**src/rtl/byte_encode_pkg.sv**
```systemverilog
// ---------------------------------------------------------------------------
// byte_encode_pkg
// Shared definitions for the ByteEncode_d packer: block geometry, counter
// widths, the sequencer state encoding and two small helpers.
//   bytes_for_d(d) : number of output bytes for a block of D-bit coefficients
//   mask_d(x, d)   : x with every bit at position >= d cleared
// ---------------------------------------------------------------------------
package byte_encode_pkg;

   localparam int MAX_D       = 12;
   localparam int N_COEFF     = 256;
   localparam int ACC_W       = MAX_D + 7;
   localparam int ACC_CNT_W   = 5;
   localparam int COEFF_CNT_W = $clog2(N_COEFF + 1);
   localparam int BYTE_CNT_W  = $clog2((N_COEFF * MAX_D) / 8 + 1);

   typedef enum logic [1:0] {
      IDLE = 2'd0,
      RUN  = 2'd1,
      DONE = 2'd2
   } state_t;

   // N_COEFF is a multiple of 8, so dividing first keeps the product exact.
   function automatic logic [BYTE_CNT_W-1:0] bytes_for_d(input logic [3:0] d);
      return BYTE_CNT_W'((N_COEFF / 8) * int'(d));
   endfunction

   function automatic logic [MAX_D-1:0] mask_d(input logic [MAX_D-1:0] x,
                                                input logic [3:0]       d);
      logic [MAX_D-1:0] m;
      for (int i = 0; i < MAX_D; i++) begin
         m[i] = (i < int'(d));
      end
      return x & m;
   endfunction

endpackage

```
**src/rtl/bit_accumulator.sv**
```systemverilog
// ---------------------------------------------------------------------------
// bit_accumulator
// LSB-first bit reservoir for the packer. New coefficient bits are appended
// above the bits already held; whole bytes are removed from the bottom.
// Ports:
//   i_clk, i_rst    clock, synchronous active-high reset
//   i_clr           discard all held bits (start of a run)
//   i_push          append i_push_len low bits of i_push_data
//   i_push_data     coefficient, bits above i_push_len are ignored
//   i_push_len      number of bits to append (1..MAX_D)
//   i_pop           drop the lowest 8 bits
//   o_acc_lo        lowest 8 held bits (next byte)
//   o_acc_cnt       number of valid bits held
// The caller never pushes while 8 or more bits are held, so the reservoir
// never exceeds 7 + MAX_D bits. Push and pop are never requested together.
// ---------------------------------------------------------------------------
module bit_accumulator
   import byte_encode_pkg::*;
(
   input  logic                 i_clk,
   input  logic                 i_rst,
   input  logic                 i_clr,
   input  logic                 i_push,
   input  logic [MAX_D-1:0]     i_push_data,
   input  logic [3:0]           i_push_len,
   input  logic                 i_pop,
   output logic [7:0]           o_acc_lo,
   output logic [ACC_CNT_W-1:0] o_acc_cnt
);

   logic [ACC_W-1:0]     r_acc;
   logic [ACC_CNT_W-1:0] r_cnt;
   logic [ACC_W-1:0]     w_push_ext;

   // Masked coefficient widened to accumulator width before shifting.
   assign w_push_ext = {7'd0, mask_d(i_push_data, i_push_len)};

   // Reservoir update: clear, append above held bits, or drop one byte.
   always_ff @(posedge i_clk) begin
      if (i_rst || i_clr) begin
         r_acc <= {ACC_W{1'b0}};
         r_cnt <= 5'd0;
      end else if (i_push) begin
         r_acc <= r_acc | (w_push_ext << r_cnt);
         r_cnt <= r_cnt + {1'b0, i_push_len};
      end else if (i_pop) begin
         r_acc <= r_acc >> 8;
         r_cnt <= r_cnt - 5'd8;
      end
   end

   assign o_acc_lo  = r_acc[7:0];
   assign o_acc_cnt = r_cnt;

endmodule

```
**src/rtl/byte_encode_packer.sv**
```systemverilog
// ---------------------------------------------------------------------------
// byte_encode_packer
// Packs N_COEFF coefficients of D bits (D = 1..MAX_D, chosen per run) into an
// LSB-first byte stream (Kyber ByteEncode_d). Coefficient i bit j lands in
// stream bit i*D+j; byte k bit m is stream bit 8k+m.
// Ports:
//   i_clk, i_rst     clock, synchronous active-high reset
//   i_start          request a run (sampled only when idle)
//   i_d_sel          coefficient width D, latched on an accepted start
//   i_coeff_valid    coefficient source valid
//   o_coeff_ready    packer takes the coefficient this cycle
//   i_coeff_in       coefficient, only bits [D-1:0] used
//   o_byte_valid     byte sink valid
//   i_byte_ready     sink takes the byte this cycle
//   o_byte_out       packed byte
//   o_busy           run in progress
//   o_done           one-cycle pulse after the last byte
//   o_err            one-cycle pulse after a start with illegal D
// All outputs are decoded from registered state only.
// ---------------------------------------------------------------------------
module byte_encode_packer
   import byte_encode_pkg::*;
(
   input  logic             i_clk,
   input  logic             i_rst,
   input  logic             i_start,
   input  logic [3:0]       i_d_sel,
   input  logic             i_coeff_valid,
   output logic             o_coeff_ready,
   input  logic [MAX_D-1:0] i_coeff_in,
   output logic             o_byte_valid,
   input  logic             i_byte_ready,
   output logic [7:0]       o_byte_out,
   output logic             o_busy,
   output logic             o_done,
   output logic             o_err
);

   state_t                 r_state;
   state_t                 w_state_nxt;
   logic [3:0]             r_d;
   logic [COEFF_CNT_W-1:0] r_coeff_cnt;
   logic [BYTE_CNT_W-1:0]  r_byte_cnt;
   logic                   r_err;

   logic                   w_d_ok;
   logic                   w_clr;
   logic                   w_coeff_ready;
   logic                   w_byte_valid;
   logic                   w_push;
   logic                   w_pop;
   logic [7:0]             w_acc_lo;
   logic [ACC_CNT_W-1:0]   w_acc_cnt;

   assign w_d_ok = (i_d_sel != 4'd0) && (i_d_sel <= 4'(MAX_D));

   bit_accumulator u_acc (
      .i_clk       (i_clk),
      .i_rst       (i_rst),
      .i_clr       (w_clr),
      .i_push      (w_push),
      .i_push_data (i_coeff_in),
      .i_push_len  (r_d),
      .i_pop       (w_pop),
      .o_acc_lo    (w_acc_lo),
      .o_acc_cnt   (w_acc_cnt)
   );

   // Next-state, handshake and accumulator control decode.
   always_comb begin
      w_state_nxt   = r_state;
      w_clr         = 1'b0;
      w_coeff_ready = 1'b0;
      w_byte_valid  = 1'b0;
      w_push        = 1'b0;
      w_pop         = 1'b0;
      case (r_state)
         IDLE: begin
            if (i_start && w_d_ok) begin
               w_clr       = 1'b1;
               w_state_nxt = RUN;
            end else begin
               w_state_nxt = IDLE;
            end
         end
         RUN: begin
            // Below 8 held bits we only fill; at 8 or more we only drain,
            // so the two handshakes are mutually exclusive by construction.
            w_coeff_ready = (w_acc_cnt < 5'd8) &&
                            (r_coeff_cnt < COEFF_CNT_W'(N_COEFF));
            w_byte_valid  = (w_acc_cnt >= 5'd8);
            w_push        = w_coeff_ready && i_coeff_valid;
            w_pop         = w_byte_valid && i_byte_ready;
            // The final byte leaves the accumulator empty since N*D is
            // byte-aligned, so counting bytes is enough to end the run.
            if (w_pop && ((r_byte_cnt + BYTE_CNT_W'(1)) == bytes_for_d(r_d))) begin
               w_state_nxt = DONE;
            end else begin
               w_state_nxt = RUN;
            end
         end
         DONE: begin
            w_state_nxt = IDLE;
         end
         default: begin
            w_state_nxt = IDLE;
         end
      endcase
   end

   // State, width latch, run counters and error pulse.
   always_ff @(posedge i_clk) begin
      if (i_rst) begin
         r_state     <= IDLE;
         r_d         <= 4'd0;
         r_coeff_cnt <= {COEFF_CNT_W{1'b0}};
         r_byte_cnt  <= {BYTE_CNT_W{1'b0}};
         r_err       <= 1'b0;
      end else begin
         r_state <= w_state_nxt;
         r_err   <= (r_state == IDLE) && i_start && !w_d_ok;
         if (w_clr) begin
            r_d         <= i_d_sel;
            r_coeff_cnt <= {COEFF_CNT_W{1'b0}};
            r_byte_cnt  <= {BYTE_CNT_W{1'b0}};
         end else begin
            if (w_push) begin
               r_coeff_cnt <= r_coeff_cnt + COEFF_CNT_W'(1);
            end
            if (w_pop) begin
               r_byte_cnt <= r_byte_cnt + BYTE_CNT_W'(1);
            end
         end
      end
   end

   // Unheld accumulator bits are always zero, so the low byte reads 0
   // whenever no byte is pending (including straight after reset).
   assign o_coeff_ready = w_coeff_ready;
   assign o_byte_valid  = w_byte_valid;
   assign o_byte_out    = w_acc_lo;
   assign o_busy        = (r_state == RUN);
   assign o_done        = (r_state == DONE);
   assign o_err         = r_err;

endmodule

```
**config.mk**
```make
export PLATFORM = sky130hd
export DESIGN_NAME = byte_encode_packer
export DESIGN_NICKNAME = d
export VERILOG_FILES = /design/src/rtl/byte_encode_pkg.sv /design/src/rtl/bit_accumulator.sv /design/src/rtl/byte_encode_packer.sv
export SDC_FILE = /design/constraint.sdc
export NUM_CORES = 1
export LEC_CHECK = 0
export ABC_AREA = 1
export BUFFER_PORTS_ARGS = -buffer_cell sky130_fd_sc_hd__buf_2
export CORE_UTILIZATION = 57
export DETAILED_ROUTE_END_ITERATION = 16
export GPL_ROUTABILITY_DRIVEN = 0
export PLACE_DENSITY = 0.79
export SETUP_SLACK_MARGIN = 0.15
export SYNTH_ARGS = -nofsm -noshare
export SYNTH_HDL_FRONTEND = slang
export SYNTH_SLANG_ARGS = --single-unit
```
**constraint.sdc**
```tcl
create_clock -name i_clk -period 2.2 [get_ports i_clk]
set_clock_uncertainty 0.1 [all_clocks]
set_input_delay 0.44 -clock i_clk [delete_from_list [all_inputs] [get_ports i_clk]]
set_output_delay 0.44 -clock i_clk [all_outputs]
set_load 0.005 [all_outputs]
```
======== Yosys cells after proc, flatten, opt, wreduce, memory -nomap -nowiden ========
Cells that the tools add are included.
storage, ports and cells
  logic and storage cells ................. 60
  register bits after elaboration ......... 49
cells by class
  bitwise logic cells ..................... 2
  reductions and logical operators ........ 14
  muxes and demuxes ....................... 13
  equality and inequality tests ........... 3
  $lt $le $gt $ge ......................... 16
  shift operators ......................... 1
  add/subtract/negate cells ............... 4
operators by type and width
  cell                 count
  $mux 19              2
  $or 19x19->19        1
  $shl 12x5->19        1
  $add 9x1->9 const B  2
  $lt 3x4->1 const A   4
  $lt 4x4->1 const A   4
  $and 12x12->12       1
  $mux 5               2
  $eq 9x9->1           1
  $lt 9x9->1 const B   1
  $logic_and 1x1->1    8
  $lt 1x4->1 const A   2
  $lt 2x4->1 const A   2
  $mux 1               7
  $add 5x4->5          1
  $ge 5x4->1 const B   1
  $lt 5x4->1 const B   1
  $sub 5x4->5 const B  1
  $le 4x4->1 const B   1
  $pmux 2 s2           1
  $reduce_bool 4->1    1
  $eq 2x1->1 const B   1
  $eq 2x2->1 const B   1
  $logic_not 2->1      1
  5 further kinds      5

======== Longest topological paths before layout ========
Gate-level depths: netlist (run 1).
  depth in word-level cells ............... 6
  mapped depth ............................ 14

======== Hierarchy ========
From an unflattened synthesis (run 1), not the netlist that was laid out.
second synthesis, totals
  cells, all modules ...................... 518
  area total of the unflattened synthesis .. 3,373.2 µm²
by module, submodules not included
  module              area an instance (µm²)  seq. area each (µm²)  cells an instance  instances
  bit_accumulator     2,044.5                 480.5                 335                1
  byte_encode_packer  1,328.8                 500.5                 183                1

======== Worst setup path before layout (run 1) ========
OpenSTA, ideal clock, no wires.
  path type ............................... register to register
  from .................................... reg u_acc.r_cnt[3] (netlist: u_acc.o_acc_cnt[3])
  to ...................................... reg u_acc.r_acc[3]
  required time ........................... 1.985 ns
  setup slack ............................. 0.288 ns
  stages on the path, launching flop included .. 12
  arrival ................................. 1.697 ns
  setup time .............................. 0.115 ns
  clock period less this slack ............ 1.912 ns
  cells stage by stage .................... dfxtp_1 buf_2 clkinv_1 ha_1 nand2_1 nor2_4 nand2_4 inv_2 nor2_2 or2_2 o21ai_0 inv_1
between the ends
  cells in the longest elaborated chain, start to end .. 5
ends and longest elaborated chain
  element                                              RTL line                  text
  from (decl)                                          bit_accumulator.sv:32     logic [ACC_CNT_W-1:0] r_cnt;
  from (signal assigned)                               bit_accumulator.sv:45     r_cnt <= r_cnt + {1'b0, i_push_len};
  from (signal assigned)                               bit_accumulator.sv:48     r_cnt <= r_cnt - 5'd8;
  $lt 5x4->1                                           byte_encode_packer.sv:89  w_coeff_ready = (w_acc_cnt < 5'd8) &&
  $logic_and 1x1->1                                    byte_encode_packer.sv:89
  $logic_and 1x1->1                                    byte_encode_packer.sv:92  w_push = w_coeff_ready && i_coeff_valid;
  $mux 1                                               byte_encode_packer.sv:77  case (r_state)
  $mux 19 / $reduce_bool 2->1 (equally long branches)  n/a
  to (signal assigned)                                 bit_accumulator.sv:41     r_acc <= {ACC_W{1'b0}};
  to (signal assigned)                                 bit_accumulator.sv:44     r_acc <= r_acc | (w_push_ext << r_cnt);
  to (signal assigned)                                 bit_accumulator.sv:47     r_acc <= r_acc >> 8;
  to (decl)                                            bit_accumulator.sv:31     logic [ACC_W-1:0] r_acc;
Several ways; a longest one is shown, not always the timed one.
A chain may end at the register's enable or synchronous reset.

======== Worst setup path after layout (run 1) ========
  from .................................... reg u_acc.r_cnt[4] (netlist: u_acc.o_acc_cnt[4])
  to ...................................... out o_byte_valid
between the ends
  cells in the longest elaborated chain, start to end .. 2
ends and longest elaborated chain
  element     RTL line                  text
  $ge 5x4->1  byte_encode_packer.sv:91  w_byte_valid = (w_acc_cnt >= 5'd8);
  $mux 1      byte_encode_packer.sv:77
  to (decl)   byte_encode_packer.sv:31  output logic o_byte_valid,
Every way passes these cells.

==> results of run 1 <==
cell usage after synthesis (2+ instances only):
library cell / instances
buf_4: 9
nor3b_1: 2
a21oi_1: 38
nor2_1: 50
xor2_1: 4
o21ai_0: 27
buf_1: 2
buf_2: 4
clkinv_1: 2
buf_6: 4
nand3b_1: 2
a211oi_1: 6
or2_2: 4
nand3_1: 76
inv_2: 6
o21ai_1: 7
nand4_1: 6
o211ai_1: 2
inv_1: 37
dfxtp_1: 49
nand2_4: 2
nor2_2: 2
nor2_4: 4
nand2_1: 116
nor3_1: 5
a31oi_1: 4
ha_1: 8
clkbuf_1: 8
stage by stage:
stage               hold slack (ps)  area [µm²]
floorplan                       334        3190
global placement                344        3390
detailed placement              345        3390
CTS                             293        3480
global route                    307        3500
finish                          300        3500
critical path, delay by kind of cell (launching register included):
kind | cells | cell delay [ps]
buf+inv | 4 | 430
flops | 1 | 320
simple gates | 2 | 220
compound gates | 1 | 190
layout make-up:
class | instances | area (µm²) | area share
clock buffer | 6 | 72.6 | 0.0207
clock inverter | 2 | 10.0 | 0.00286
inverter | 46 | 186 | 0.0532
multi-input combinational | 374 | 1880 | 0.536
sequential | 49 | 982 | 0.280
tap | 70 | 87.6 | 0.0250
timing repair buffer | 47 | 287 | 0.0818
sequential cells by signal, indices dropped and copies added, names as in the netlist:
signal / cells
u_acc.r_acc: 19
u_acc.o_acc_cnt: 5
r_state: 2
o_err: 1
r_byte_cnt: 9
r_d: 4
r_coeff_cnt: 9
logic make-up after synthesis:
group	Yosys count
AND/OR/NAND/NOR	272
AO/OA/AOI/OAI	88
buffers and inverters	73
flip-flops	49
adder cells (fa/ha/maj)	9
XOR/XNOR	5
routing by layer:
metal | vias to the layer above | global-route usage
met5 | - | 0
met4 | 0 | 0.127
met3 | 22 | 0.0464
met2 | 125 | 0.484
met1 | 1496 | 0.352
li1 | 1692 | -
path summary, 6_finish.rpt:
check | cells after the start | start | end | slack [ps]
hold / removal | 2 | i_rst | r_state[0] | 300
hold reg to reg | 2 | u_acc.r_acc[5] | u_acc.r_acc[5] | 350
setup reg to reg | 11 | u_acc.o_acc_cnt[4] | r_coeff_cnt[7] | 300
setup / recovery | 7 | u_acc.o_acc_cnt[4] | o_byte_valid | 190
placed cells by master (no fill, tap or decap), drive strengths merged:
cell	count
buf	47
a21boi	1
nand4	6
clkinv	6
nand2	119
o21ai	35
xor2	4
dfxtp	49
a21oi	38
inv	42
a31oi	4
xnor2	1
nor3b	2
nand3b	2
ha	8
a211o	1
a41oi	1
nor3	6
fa	1
o211ai	2
a211oi	6
nor2	56
or2	4
clkbuf	6
nor4	1
nand3	76
what timing repair did:
action | 4_1_cts | 5_1_grt
setup endpoints to repair | 2 | 24
pin swaps | 0 | 3
resized for setup | 2 | 11
setup buffers | 0 | 0
power groups by stage:
stage | combinational, W | clock [W] | sequential (W)
after floorplan | 0.000254 | 0 | 0.000944
after global placement | 0.000353 | 0 | 0.000946
after detailed placement | 0.000358 | 0 | 0.000946
after CTS | 0.000362 | 0.000532 | 0.000925
after global routing | 0.000418 | 0.000555 | 0.000928
final | 0.000370 | 0.000522 | 0.000926
==> metrics.csv, run 1 <==
metric,value,unit
wire length of the first global-routing pass,13.7,mm
combinational share of power,0.204,
I/O pin count,34,
H-tree depth,2,
final core occ,0.669,
complex-gate fraction of the synthesized area,0.150,
Rel. slew slack,0.654,
post-synthesis mux area share,0,
crit-path max FO,8,
largest family of logic cells by synthesized area,simple AND/OR/NAND/NOR gates,
cells after synthesis,496,
vias post-DR,3335,
Internal,0.00126,W
initial antenna violation count,0,
Initial Util,0.609,
Max rail drop VDD,0.308,mV
Root Driver,clkbuf_8,
CTS tree,built,
maxcap violations,0,
FILL cells,498,
crit-path max cell delay,320,ps
worst skew pair latency,300,ps
"Reg clk slew, reported paths",90,ps
Final Critical Period,2010,ps
largest net degree at the start of global routing,25,
WL met1,3.40,mm
ratio of cells with drive above 1 in the final layout,0.153,
Ys Warns,0,
sequential cell fraction of total power,0.509,
cts bufs inserted,5,
critical-path cell list,"buf_4, nor2_4, inv_2, o21ai_2, inv_2, nor2_4, buf_2",
Seq cells post-synth,49,
"Power, Total",0.00182,W
endpoint class of the critical path,output pin,
CTS Hold Bufs,0,
RSZ-0062 raised after global routing,yes,
endpoints failing setup,0,
sinks on the clock net,49,
Post-Synth XOR/XNOR Area,0.0137,
Startpoint Class,flip-flop,
Setup Crit Path Kind,flip-flop to output pin,
leading area contributor after synthesis,dfxtp_1,
Post-Syn Area per Cell,6.44,µm²
ranking of synthesized cells by area,"dfxtp_1 31%, nand2_1 14%, nand3_1 12%",
"Seq/Total Area, Yosys",0.307,
DR WL/cell,13.1,µm
fin crit share,0.913,
Die Width,76.8,µm
Net Switching,0.000562,W
core region area,0.00524,mm²
final slew viol count,0,
fin cells,594,
1st-iter DRT viols,307,
number of global-route vias before repair,3141,
leakage,1.59,nW
Pwr Density,519,mW/mm²
dpl hpwl,5.95,mm
syn_nets,526,
Final nets,553,
synth unique cells,38,
Inst Count DP,586,
"antenna viol nets, final",0,
pre-CTS WS,41.2,ps
Fin Setup TNS,0,ps
port bufs,33,
number of enable flip-flop cells after synthesis,0,
Final Hold Vio Count,0,
Post-synth top flop,dfxtp_1,
vias per cell,5.61,
f_max,0.498,GHz
fraction of registers with async set/reset,0,
DRC,0,
CP arrival,1470,ps
Adder-Cell Fraction of Synth Area,0.0376,
top routing layer in use,met4,
area grow syn2layout,9.80,%
overall fraction of global-route tracks in use,0.285,
Clock Path Buffers,2,
measured slew at the worst slew-check pin,515,ps
DR WL met2,3.63,mm
worst hold path class,primary input to flip-flop,
Synth Cell Area,0.00319,mm²
part of the power in the clock network,0.287,
# rows,26,
Net Sw Frac,0.309,
Die Y,76.8,µm
die area,0.00590,mm²
gr ovfl total,0,
Initial DRT Pass Iterations,5,
status,"finished, final reports clean",
met3 wire length,512,µm
top-area cell type share of the netlist area,0.307,
DRT Wirelength,7.77,mm
Post-Synth Simple-Gate Area,0.383,
CP max-delay cell,dfxtp_1,
Required @ worst endpoint,1660,ps
setup slack after layout,192,ps
# diodes,0,
(Power assumes the default switching activity.)
==> run 2, diff against run 1 <==
--- a/config.mk
+++ b/config.mk
@@ -7,10 +7,13 @@
 export LEC_CHECK = 0
 export ABC_AREA = 1
 export BUFFER_PORTS_ARGS = -buffer_cell sky130_fd_sc_hd__buf_2
-export CORE_UTILIZATION = 57
+export CELL_PAD_IN_SITES_DETAIL_PLACEMENT = 1
+export CELL_PAD_IN_SITES_GLOBAL_PLACEMENT = 1
+export CORE_UTILIZATION = 43
+export CTS_BUF_LIST = sky130_fd_sc_hd__clkbuf_8
 export DETAILED_ROUTE_END_ITERATION = 16
 export GPL_ROUTABILITY_DRIVEN = 0
-export PLACE_DENSITY = 0.79
+export PLACE_DENSITY = 0.83
 export SETUP_SLACK_MARGIN = 0.15
 export SYNTH_ARGS = -nofsm -noshare
 export SYNTH_HDL_FRONTEND = slang
==> run 2 against run 1 <==
Against the previous run:
- die area up 32%
- utilization down 17 points
- critical path depth up 1
- register-to-register slack worse by 40 ps
- setup slack better by 66 ps
- combinational power up 6.8%
- worst hold slack worse by 8.1 ps
- global-route usage down 2.7 points
- sequential share of layout area down 0.52 points
- largest cell class unchanged
==> metrics.csv, run 2 (synthesis results as in run 1) <==
metric,value,unit,change
Initial Util,0.442,,-0.167
Die Y,88.2,µm,+15%
overall fraction of global-route tracks in use,0.258,,-0.0274
number of global-route vias before repair,3393,,+8.0%
Startpoint Class,flip-flop,,
Initial DRT Pass Iterations,4,,-1
I/O pin count,34,,unchanged
wire length of the first global-routing pass,15.6,mm,+14%
# rows,31,,+19%
Pwr Density,527,mW/mm²,+1.6%
endpoint class of the critical path,flip-flop,,
area grow syn2layout,11.9,%,
endpoints failing setup,0,,unchanged
gr ovfl total,0,,unchanged
"commonest non-fill, non-tap cell in the layout",nand2_1,,
dpl hpwl,7.40,mm,+24%
Die Width,88.2,µm,+15%
# diodes,0,,unchanged
DRC,0,,unchanged
Root Driver,clkbuf_8,,
vias post-DR,3388,,+1.6%
CP arrival,2030,ps,+560 ps
final slew viol count,0,,unchanged
leakage,1.59,nW,+0.38%
core region area,0.00721,mm²,+38%
status,"finished, final reports clean",,
Final nets,555,,+0.36%
RSZ-0062 raised after global routing,yes,,
Rel. slew slack,0.691,,+0.0368
Max rail drop VDD,0.273,mV,-11%
Fin Setup TNS,0,ps,unchanged
Clock Path Buffers,2,,unchanged
Setup crit end,u_acc.o_acc_cnt[3],,
"Reg clk slew, reported paths",90,ps,about the same
measured slew at the worst slew-check pin,459,ps,-56.0 ps
die area,0.00777,mm²,+32%
vias per cell,5.43,,-3.3%
"antenna viol nets, final",0,,unchanged
initial antenna violation count,0,,unchanged
DR WL/cell,15.2,µm,+16%
most frequent cells in the layout,"116 x nand2_1, 76 x nand3_1, 48 x nor2_1, 48 x dfxtp_1, 38 x a21oi_1",,
Setup Crit Path Kind,flip-flop to flip-flop,,
f_max,0.515,GHz,+3.4%
largest net degree at the start of global routing,25,,unchanged
worst hold path class,primary input to flip-flop,,
port bufs,33,,unchanged
reg-to-reg startpoint,u_acc.o_acc_cnt[2],,
worst skew pair latency,310,ps,about the same
reg-to-reg endpoint,u_acc.o_acc_cnt[3],,
largest registers,"u_acc.r_acc: 19 flops, r_byte_cnt: 9 flops, r_coeff_cnt: 9 flops",,
sinks on the clock net,49,,unchanged
R2R cell count,8,,-3
max reg flops,19,,unchanged
reg2reg setup slack,260,ps,-40 ps
Final Hold Vio Count,0,,unchanged
1st-iter DRT viols,138,,-55%
maxcap violations,0,,unchanged
Final Critical Period,1940,ps,-66.1 ps
Required @ worst endpoint,2290,ps,+630 ps
FILL cells,1027,,+110%
CP Launch Point,u_acc.o_acc_cnt[2],,
"Power, Total",0.00188,W,+3.5%
crit-path max FO,12,,+4
Largest Register,u_acc.r_acc,,
cts bufs inserted,5,,unchanged
CTS Hold Bufs,0,,unchanged
H-tree depth,2,,unchanged
fin crit share,0.883,,-0.0301
DRT Wirelength,9.47,mm,+22%
ratio of cells with drive above 1 in the final layout,0.156,,+0.00352
CTS tree,built,,
-- run 2: cell types whose count changed in the layout (fill, tap and decap cells not counted), moves of 2 or more --
| cell | previous run | this run |
|---|---|---|
| nor2_2 | 2 | 4 |
| o21ai_0 | 25 | 27 |
| clkinv_2 | 3 | 1 |
| buf_4 | 12 | 15 |
| o21ai_1 | 9 | 7 |
| nor2_1 | 50 | 48 |
-- run 2: final cells by class --
class                   instances  area (µm²)  share of cell area
clock inverters                 1        7.51             0.00210
inverters                      46         186              0.0522
clock buffers                   6        82.6              0.0231
well taps                      99         124              0.0347
flip-flops and latches         49         982               0.275
repair buffers                 49         298              0.0834
multi-input cells             374        1890               0.529
-- run 2: how the worst min path moves through the flow --
stage,cells past startpoint,from,to
6_report,2,i_rst,r_state[0]
5_1_grt,2,i_rst,r_state[0]
4_1_cts,2,i_rst,r_state[0]
3_5_place_dp,2,u_acc.r_acc[6],u_acc.r_acc[6]
3_3_place_gp,2,u_acc.r_acc[5],u_acc.r_acc[5]
2_1_floorplan,2,u_acc.r_acc[6],u_acc.r_acc[6]
-- run 2: through the flow --
step                       util  std cells  setup WS [ps]  instance area [µm²]  hold WS [ps]
after floorplan               -        496            288                 3190           334
after global placement    0.476        616            209                 3440           345
after detailed placement  0.476        616           67.8                 3440           348
after CTS                 0.489        623            152                 3530           296
after global routing      0.495        624            135                 3570           305
final                     0.495        624            258                 3570           292
-- run 2: critical path: stages, from the launching register on --
cell,delay [ps]
dfxtp_1,380
buf_4,220
ha_1,310
a21oi_1,160
nand2_1,110
o21ai_0,230
a21oi_1,70
a21oi_1,150
a21oi_1,90
-- run 2: power by group --
group          total (W)  internal (W)  switching [W]
Clock           0.000564      0.000249       0.000315
Sequential      0.000923      0.000908      0.0000160
Combinational   0.000395      0.000131       0.000264
Total            0.00188       0.00129       0.000594
-- run 2: repair_timing --
action / 4_1_cts / 5_1_grt
gates resized for setup: 1 / 10
pin swaps: 0 / 1
buffers inserted: 0 / 1
endpoints found under the hold margin: 0 / 0
setup endpoints to repair: 4 / 22
-- run 2: routing by layer --
layer	part of all wire	GRT usage	wire [µm]	vias up
li1	-	-	-	1699
met1	0.45	0.308	4280	1611
met2	0.50	0.462	4710	65
met5	0	0	0	-
met4	0.014	0.0924	137	0
met3	0.037	0.0443	354	13
